## src/rtl/ram_stream_pkg.sv

```systemverilog
// Shared types for the RAM block-stream controller and its read-path skid buffer.
package ram_stream_pkg;

    // Controller sequencing: idle, streaming into RAM, streaming out of RAM, completion pulse
    typedef enum logic [1:0] {
        IDLE  = 2'd0,
        WRITE = 2'd1,
        READ  = 2'd2,
        DONE  = 2'd3
    } state_t;

    // Command direction as seen on cmd_dir
    typedef enum logic {
        DIR_READ  = 1'b0,
        DIR_WRITE = 1'b1
    } dir_t;

    // Number of read words that may be buffered or in flight at once
    localparam int SKID_DEPTH = 2;

endpackage

```

## src/rtl/stream_skid_buf.sv

```systemverilog
// Two-entry FIFO that absorbs the one-cycle RAM read latency so the read
// stream can run at full rate while still honouring m_ready back-pressure.
module stream_skid_buf #(
    parameter int WIDTH = 12
) (
    input  logic             clk,
    input  logic             rstN,
    input  logic             push,
    input  logic [WIDTH-1:0] push_data,
    input  logic             pop,
    output logic [WIDTH-1:0] head,
    output logic [1:0]       count
);

    logic [WIDTH-1:0] slot_q [2];
    logic             wrPtr_q;
    logic             wrPtr_d;
    logic             rdPtr_q;
    logic             rdPtr_d;
    logic [1:0]       count_q;
    logic [1:0]       count_d;
    logic             doPush;
    logic             doPop;

    // Guard push/pop against full/empty, then derive next pointers and occupancy;
    // a push and pop in the same cycle leave the occupancy where it was
    always_comb begin
        doPush  = push && (count_q != 2'd2);
        doPop   = pop && (count_q != 2'd0);
        wrPtr_d = doPush ? ~wrPtr_q : wrPtr_q;
        rdPtr_d = doPop ? ~rdPtr_q : rdPtr_q;
        count_d = count_q;
        if (doPush && !doPop) begin
            count_d = count_q + 2'd1;
        end else if (doPop && !doPush) begin
            count_d = count_q - 2'd1;
        end
    end

    // Storage and pointers; slots clear on reset so the head reads zero out of reset
    always_ff @(posedge clk or negedge rstN) begin
        if (!rstN) begin
            slot_q[0] <= '0;
            slot_q[1] <= '0;
            wrPtr_q   <= 1'b0;
            rdPtr_q   <= 1'b0;
            count_q   <= 2'd0;
        end else begin
            if (doPush) begin
                slot_q[wrPtr_q] <= push_data;
            end
            wrPtr_q <= wrPtr_d;
            rdPtr_q <= rdPtr_d;
            count_q <= count_d;
        end
    end

    assign head  = slot_q[rdPtr_q];
    assign count = count_q;

endmodule

```

## src/rtl/ram_stream_ctrl.sv

```systemverilog
// Block-transfer controller for a single-port RAM: a command moves a run of
// words either from the s_* stream into RAM or from RAM onto the m_* stream,
// with addresses wrapping modulo DEPTH.
module ram_stream_ctrl
    import ram_stream_pkg::*;
#(
    parameter int WIDTH      = 12,
    parameter int DEPTH      = 256,
    parameter int ADDR_WIDTH = $clog2(DEPTH),
    parameter int LEN_WIDTH  = ADDR_WIDTH + 1
) (
    input  logic                  clk,
    input  logic                  rstN,
    input  logic                  cmd_valid,
    output logic                  cmd_ready,
    input  logic                  cmd_dir,
    input  logic [ADDR_WIDTH-1:0] cmd_addr,
    input  logic [LEN_WIDTH-1:0]  cmd_len,
    input  logic [WIDTH-1:0]      s_data,
    input  logic                  s_valid,
    output logic                  s_ready,
    output logic [WIDTH-1:0]      m_data,
    output logic                  m_valid,
    input  logic                  m_ready,
    output logic                  done,
    output logic                  ram_wrEn,
    output logic [ADDR_WIDTH-1:0] ram_addr,
    output logic [WIDTH-1:0]      ram_dataIn,
    input  logic [WIDTH-1:0]      ram_dataOut
);

    state_t                state_q;
    state_t                state_d;
    logic [ADDR_WIDTH-1:0] ptr_q;
    logic [ADDR_WIDTH-1:0] ptr_d;
    logic [LEN_WIDTH-1:0]  issueLeft_q;
    logic [LEN_WIDTH-1:0]  issueLeft_d;
    logic [LEN_WIDTH-1:0]  popLeft_q;
    logic [LEN_WIDTH-1:0]  popLeft_d;
    logic                  inFlight_q;
    logic                  inFlight_d;

    logic [LEN_WIDTH-1:0]  lenClamped;
    logic                  cmdFire;
    logic                  writeBeat;
    logic                  readIssue;
    logic                  readPop;
    logic [2:0]            slotsUsed;
    logic [1:0]            bufCount;
    logic [WIDTH-1:0]      bufHead;

    // Read words land here one cycle after their address was issued
    stream_skid_buf #(
        .WIDTH(WIDTH)
    ) u_skid (
        .clk       (clk),
        .rstN      (rstN),
        .push      (inFlight_q),
        .push_data (ram_dataOut),
        .pop       (readPop),
        .head      (bufHead),
        .count     (bufCount)
    );

    // Lengths beyond the RAM size are treated as one full pass over the RAM
    always_comb begin
        lenClamped = cmd_len;
        if (cmd_len > LEN_WIDTH'(DEPTH)) begin
            lenClamped = LEN_WIDTH'(DEPTH);
        end
    end

    // Current state register; reset abandons any command without a done pulse
    always_ff @(posedge clk or negedge rstN) begin
        if (!rstN) begin
            state_q <= IDLE;
        end else begin
            state_q <= state_d;
        end
    end

    // Sequencing: a write ends on its last accepted beat, a read on its last popped word
    always_comb begin
        state_d = state_q;
        unique case (state_q)
            IDLE: begin
                if (cmdFire) begin
                    if (lenClamped == '0) begin
                        state_d = DONE;
                    end else if (dir_t'(cmd_dir) == DIR_WRITE) begin
                        state_d = WRITE;
                    end else begin
                        state_d = READ;
                    end
                end
            end
            WRITE: begin
                if (writeBeat && (issueLeft_q == LEN_WIDTH'(1))) begin
                    state_d = DONE;
                end
            end
            READ: begin
                if (readPop && (popLeft_q == LEN_WIDTH'(1))) begin
                    state_d = DONE;
                end
            end
            DONE: begin
                state_d = IDLE;
            end
            default: begin
                state_d = IDLE;
            end
        endcase
    end

    // Handshakes and RAM drive; a word leaving the buffer this cycle frees its
    // slot for a new issue, which is what sustains one word per cycle
    always_comb begin
        cmd_ready  = (state_q == IDLE);
        s_ready    = (state_q == WRITE);
        done       = (state_q == DONE);
        cmdFire    = cmd_ready && cmd_valid;
        writeBeat  = s_ready && s_valid;
        m_valid    = (bufCount != 2'd0);
        m_data     = bufHead;
        readPop    = m_valid && m_ready;
        slotsUsed  = 3'(bufCount) - 3'(readPop) + 3'(inFlight_q);
        readIssue  = (state_q == READ) && (issueLeft_q != '0)
                     && (slotsUsed < 3'(SKID_DEPTH));
        ram_wrEn   = writeBeat;
        ram_addr   = ptr_q;
        ram_dataIn = s_data;
    end

    // Pointer and counters: load on command, advance per written beat or issued read
    always_comb begin
        ptr_d       = ptr_q;
        issueLeft_d = issueLeft_q;
        popLeft_d   = popLeft_q;
        inFlight_d  = readIssue;
        if (cmdFire) begin
            ptr_d       = cmd_addr;
            issueLeft_d = lenClamped;
            popLeft_d   = lenClamped;
        end
        if (writeBeat || readIssue) begin
            if (ptr_q == ADDR_WIDTH'(DEPTH - 1)) begin
                ptr_d = '0;
            end else begin
                ptr_d = ptr_q + ADDR_WIDTH'(1);
            end
            issueLeft_d = issueLeft_q - LEN_WIDTH'(1);
        end
        if (readPop) begin
            popLeft_d = popLeft_q - LEN_WIDTH'(1);
        end
    end

    // Datapath registers
    always_ff @(posedge clk or negedge rstN) begin
        if (!rstN) begin
            ptr_q       <= '0;
            issueLeft_q <= '0;
            popLeft_q   <= '0;
            inFlight_q  <= 1'b0;
        end else begin
            ptr_q       <= ptr_d;
            issueLeft_q <= issueLeft_d;
            popLeft_q   <= popLeft_d;
            inFlight_q  <= inFlight_d;
        end
    end

endmodule
```

## config.mk

```make
export PLATFORM = sky130hd
export DESIGN_NAME = ram_stream_ctrl
export DESIGN_NICKNAME = d
export VERILOG_FILES = /design/src/rtl/ram_stream_pkg.sv /design/src/rtl/stream_skid_buf.sv /design/src/rtl/ram_stream_ctrl.sv
export SDC_FILE = /design/constraint.sdc
export NUM_CORES = 1
export LEC_CHECK = 0
export ABC_AREA = 1
export CAP_MARGIN = 15
export CELL_PAD_IN_SITES_DETAIL_PLACEMENT = 1
export CELL_PAD_IN_SITES_GLOBAL_PLACEMENT = 1
export CORE_ASPECT_RATIO = 1.4
export CORE_MARGIN = 3
export CORE_UTILIZATION = 30
export DETAILED_ROUTE_END_ITERATION = 16
export GPL_TIMING_DRIVEN = 0
export PLACE_DENSITY_LB_ADDON = 0.1
export SYNTH_ARGS = -nofsm -noshare
export SYNTH_HDL_FRONTEND = slang
export SYNTH_SLANG_ARGS = --single-unit
```

## constraint.sdc

```tcl
create_clock -name clk -period 3.2 [get_ports clk]
set_input_delay 0.48 -clock clk [delete_from_list [all_inputs] [get_ports clk]]
set_output_delay 0.48 -clock clk [all_outputs]
set_load 0.01 [all_outputs]
```

# Word level (Yosys, flattened, before mapping)
# Cells that the tools add are included.
# classes
add_sub_neg	7
mul	0
n_div	0
order_cmp	5
eq_ne	10
shift	0
mux	21
n_bitwise	4
n_reduce_logical	23
# op_table
cell	count
$mux W12	4
$mux W9	4
$bwmux W24	1
$mux W8	3
$eq A9 B1 Y1 const B	2
$sub A9 B1 Y9 const B	2
$mux W2	7
$demux W12 S1	1
$logic_and A1 B1 Y1	12
$gt A9 B9 Y1 const B	1
$logic_not A9 Y1	1
$reduce_bool A9 Y1	1
$add A8 B1 Y8 const B	1
$eq A8 B8 Y1 const B	1
$pmux W2 S4	1
$reduce_bool A2 Y1	4
$eq A2 B2 Y1 const B	2
$ge A2 B2 Y1 const B	2
$ne A2 B1 Y1 const B	2
$ne A2 B2 Y1 const B	2
$not A1 Y2	2
$add A3 B1 Y3	1
$lt A3 B2 Y1 const B	1
$reduce_and A3 Y1	1
other kinds (9)	11
# word_totals
ff_bits	57
latchBits	0
ram_bits	0
rom_bits	0
inputBits	47
out_inout_bits	37
wordCells	80
memories	0

# Longest topological paths before layout
# depth
word_depth	8
depth_mapped	16
mapped_depth_nobuf	15

# Cells and area by module
# From an unflattened synthesis, not the netlist that was laid out.
# unflattened
cells_unflattened	504
area_unflattened_um2	3654.8
# by_module_without_submodules
mod	instances	cells_per_inst	area_per_inst_um2	seq_area_each_um2
ram_stream_ctrl	1	332	2249.7	725.7
stream_skid_buf	1	172	1405.1	700.7

# Worst setup path before layout
# No wires, ideal clock.
# synth_timing
path_kind	reg2reg
from	register u_skid.count_q[1], in the netlist u_skid.count[1]
to	register issueLeft_q[8]
setup_ns	0.128
arrival_time_ns	2.269
required_time_ns	3.072
path_slack_ns	0.803
stages_incl_launch_ff	15
path_buffers	1
period_less_slack_ns	2.397
cell_sequence	dfrtp_1 > inv_1 > nand2_1 > nand2_1 > nor2_1 > o21ai_0 > fa_1 > nand2_1 > nor3_1 > nand2_2 > nand2_2 > buf_6 > nand2_1 > o21ai_1 > o21ai_0
# synth_via
elab_chain_cells	8
word_cells_on_any_way	9
classes_between	2 x add/sub; 1 x order compare; 1 x mux; 5 x reduce/logical
# synth_lines
item	line	source
start, declared	stream_skid_buf.sv:20	logic [1:0] count_q;
start signal, assigned	stream_skid_buf.sv:54	count_q <= count_d;
$reduce_bool A2 Y1 (*)	ram_stream_ctrl.sv:124	m_valid = (bufCount != 2'd0);
named net m_valid	ram_stream_ctrl.sv:23	output logic m_valid,
$logic_and A1 B1 Y1 (*)	ram_stream_ctrl.sv:126	readPop = m_valid && m_ready;
$sub A2 B1 Y3 (*)	ram_stream_ctrl.sv:127	slotsUsed = 3'(bufCount) - 3'(readPop) + 3'(inFlight_q);
$add A3 B1 Y3 (*)	ram_stream_ctrl.sv:127	
$lt A3 B2 Y1 (*)	ram_stream_ctrl.sv:129	&& (slotsUsed < 3'(SKID_DEPTH));
$logic_and A1 B1 Y1 (*)	ram_stream_ctrl.sv:129	
$logic_or A1 B1 Y1 (*)	ram_stream_ctrl.sv:146	if (writeBeat || readIssue) begin
$mux W9 / $reduce_bool A2 Y1 (equally long branches)	-	
end signal, assigned	ram_stream_ctrl.sv:168	issueLeft_q <= issueLeft_d;
end, declared	ram_stream_ctrl.sv:36	logic [LEN_WIDTH-1:0] issueLeft_q;
# The timed path passes the listed nets; every way through them passes the cells marked *.
# A chain may end at the register's enable or synchronous reset.

# Worst setup path in the final report
# layout_timing
from	input m_ready
to	register ptr_q[7], in the netlist ram_addr[7]
# layout_via
elab_chain_cells	7
word_cells_on_any_way	8
classes_between	2 x add/sub; 1 x order compare; 1 x mux; 4 x reduce/logical
# layout_lines
item	line	source
start, declared	ram_stream_ctrl.sv:24	input logic m_ready,
$logic_and A1 B1 Y1 (*)	ram_stream_ctrl.sv:126	
$sub A2 B1 Y3 (*)	ram_stream_ctrl.sv:127	
$add A3 B1 Y3 (*)	ram_stream_ctrl.sv:127	
$lt A3 B2 Y1 (*)	ram_stream_ctrl.sv:129	
$logic_and A1 B1 Y1 (*)	ram_stream_ctrl.sv:129	
$logic_or A1 B1 Y1 (*)	ram_stream_ctrl.sv:146	
$mux W8 / $reduce_bool A2 Y1 (equally long branches)	-	
end signal, assigned	ram_stream_ctrl.sv:167	ptr_q <= ptr_d;
end, declared	ram_stream_ctrl.sv:34	logic [ADDR_WIDTH-1:0] ptr_q;
# Mark *: on every way between the ends. The rest lies on a longest branch, timed or not.

==> qor.yml <==
cp-start-kind: "input pin"
vias: 3269
first_global_vias: 3389
ys_seq_area_frac: 0.414
grt_overflow_total: 0
cts_htree_levels: 3
clk_latency_ns: 0.33
viasPerCell: 4.66
final-hold-violation-count: 0
critical_path_class: "input pin to flip-flop"
multi_input_area_um2: 1660
cap_violations: 0
min_period_ns: 2.85
synthTopCellsByArea: "dfrtp_1, nand2_1, inv_1, o21ai_0, nor2_1"
path_clk_slew_ns: 0.05
fin_skew_ns: 0.00824
dp_hpwl_mm: 7.70
power_mw: 4.68
dr.first_iter.drc_count: 86
hold_path.class: "input pin to async pin"
hold_buffers: 0
p_per_area_nw_per_um2: 1010
cp_cell_sequence: "clkdlybuf4s50_1 -> nand2_1 -> nor2_1 -> o21ai_0 -> fa_1 -> nand2_1 -> nor3_1 -> nand2_2 -> nand2_2 -> buf_2 -> nand2_1 -> nand2_1 -> nand2_1"
firstDrtPassIters: 4
num_rows: 45
fin_crit_sh: 0.890
ir_drop_mv: 0.358
critPathMaxStageDelay_ns: 0.50
drc: 0
cts_resized: 0
cts_buffers: 9
worstMarginPinSlew_ns: 0.874
nNetsFinal: 614
postCtsSetupRepairBufs: 0
slowest_stage: "fa_1"
die_w_um: 96.5
synth_area_leader_cell: "dfrtp_1"
die-area_um2: 12800
cp_data_arrival_time_ns: 3.06
start_util: 0.312
coreArea_um2: 11000
diodes: 0
crit_fanout: 10
area_growth_pct: 35.1
rsz0062_at_grt: "false"
end_kind: "flip-flop"
gp_congestion: 0.842
grt_pass1_wl_mm: 16.4
fmax_ghz: 0.351
fp.dieH_um: 133
wl_mm: 9.93
clockBufferDepth: 2
grt.total_usage: 0.165
finalMaxSlewViolations: 0
setup_viol: 0
syn_area_per_cell_um2: 7.28
grt_max_degree: 36
cts.sinks: 57
slew_headroom: 0.417
p_leak_nw: 2.33
synth_warnings: 0
setup_ws_ns: 0.351
path_common_cell: "nand2_1"
wl_per_cell_um: 14.2
synth_nets: 531
pre_cts_ws_ns: -0.0353
fill_cells: 1404
tns_ns: 0
cp.required_ns: 3.42
ant_nets: 0
place_area_um2: 4350
status: "complete, no violations"
finalInstanceArea_um2: 4650
portBuffers: 71
area.sequential_um2: 1430
drive_above_1_share: 0.0927
ys_ff_latch: 57
synth_top_area_share: 0.414
antenna_found_initial: 0
final_util: 0.422
syn_inst: 473
synth_cell_types: 32
synth_area_um2: 3440
ctsRootBufferMaster: "clkbuf_16"
num_io_pins: 84
cts_tree: "built"
==> critical path, delay by kind of cell <==
kind                     cells  cell delay (ns)
buffers and inverters        2             0.72
adder cells (fa/ha/maj)      1             0.50
AO/OA/AOI/OAI                1             0.14
AND/OR/NAND/NOR              9             1.22
==> power breakdown <==
group	total, mW	switching, mW	internal [mW]
clock	0.979	0.354	0.624
sequential	1.38	0.291	1.09
combinational	2.32	1.29	1.03
total	4.68	1.93	2.75
==> stage by stage <==
stage          hold slack (ns)  instances
2_1_floorplan            0.184        473
3_3_place_gp             0.467        685
3_5_place_dp             0.473        686
4_1_cts                  0.302        702
5_1_grt                  0.338        702
6_report                 0.273        702
==> per-layer routing <==
metal,part of all wire,vias up,track usage
li1,-,1626,-
met1,0.42,1561,0.196
met2,0.52,69,0.286
met3,0.041,13,0.0381
met4,0.017,0,0.0562
met5,0,-,0
==> area by class of cell <==
type | count | share of cell area
Inverter | 54 | 0.0436
Sequential cell | 57 | 0.307
Timing Repair Buffer | 72 | 0.156
Clock buffer | 10 | 0.0514
Tap cell | 141 | 0.0379
Multi-Input combinational cell | 338 | 0.356
Clock inverter | 6 | 0.0145
Buffer | 24 | 0.0342
==> logic make-up after synthesis <==
kind of cell / share of synthesized area
compound gates: 0.0847
xor+xnor: 0.0407
fa+ha+maj: 0.0422
buf+inv: 0.105
flops: 0.414
simple gates: 0.313
==> flip-flops by register name, indices dropped and copies added (netlist names) <==
signal,flops
inFlight_q,1
issueLeft_q,9
popLeft_q,9
ram_addr,8
state_q,2
u_skid.count,2
u_skid.rdPtr_q,1
u_skid.slot_q,24
u_skid.wrPtr_q,1
==> cell usage after synthesis, drive strengths merged <==
cell,instances
a21boi,1
a21oi,1
buf,19
clkbuf,5
dfrtp,57
fa,1
ha,10
inv,54
nand2,178
nand3,26
nand3b,3
nand4,3
nor2,40
nor3,5
o211ai,5
o21ai,39
o21bai,1
o221ai,3
o22ai,2
or2,4
xnor2,8
xor2,8
==> worst paths after layout <==
| path | startpoint | cells past startpoint | to | slack (ns) |
|---|---|---|---|---|
| max reg2reg | u_skid.count[0]$_DFFE_PN0P_ | 14 | ram_addr[7]$_DFFE_PN0P_ | 0.36 |
| max in group asynchronous | rstN | 2 | u_skid.slot_q[22]$_DFFE_PN0P_ | 2.30 |
| min in group clk | u_skid.slot_q[8]$_DFFE_PN0P_ | 2 | u_skid.slot_q[8]$_DFFE_PN0P_ | 0.48 |
| min | rstN | 1 | ram_addr[4]$_DFFE_PN0P_ | 0.27 |
| min reg2reg | u_skid.slot_q[8]$_DFFE_PN0P_ | 2 | u_skid.slot_q[8]$_DFFE_PN0P_ | 0.48 |
| max | m_ready | 13 | ram_addr[7]$_DFFE_PN0P_ | 0.35 |
==> placed cells by master (no fill, tap or decap), types with 9 or more instances in the layout <==
cell type        Yosys  final
nand2_1            175    175
clkdlybuf4s50_1      0     70
dfrtp_1             57     57
inv_1               52     52
nor2_1              37     37
o21ai_0             37     37
nand3_1             25     25
buf_4               12     12
ha_1                10     10
clkbuf_16            0      9
(Power assumes the default switching activity.)
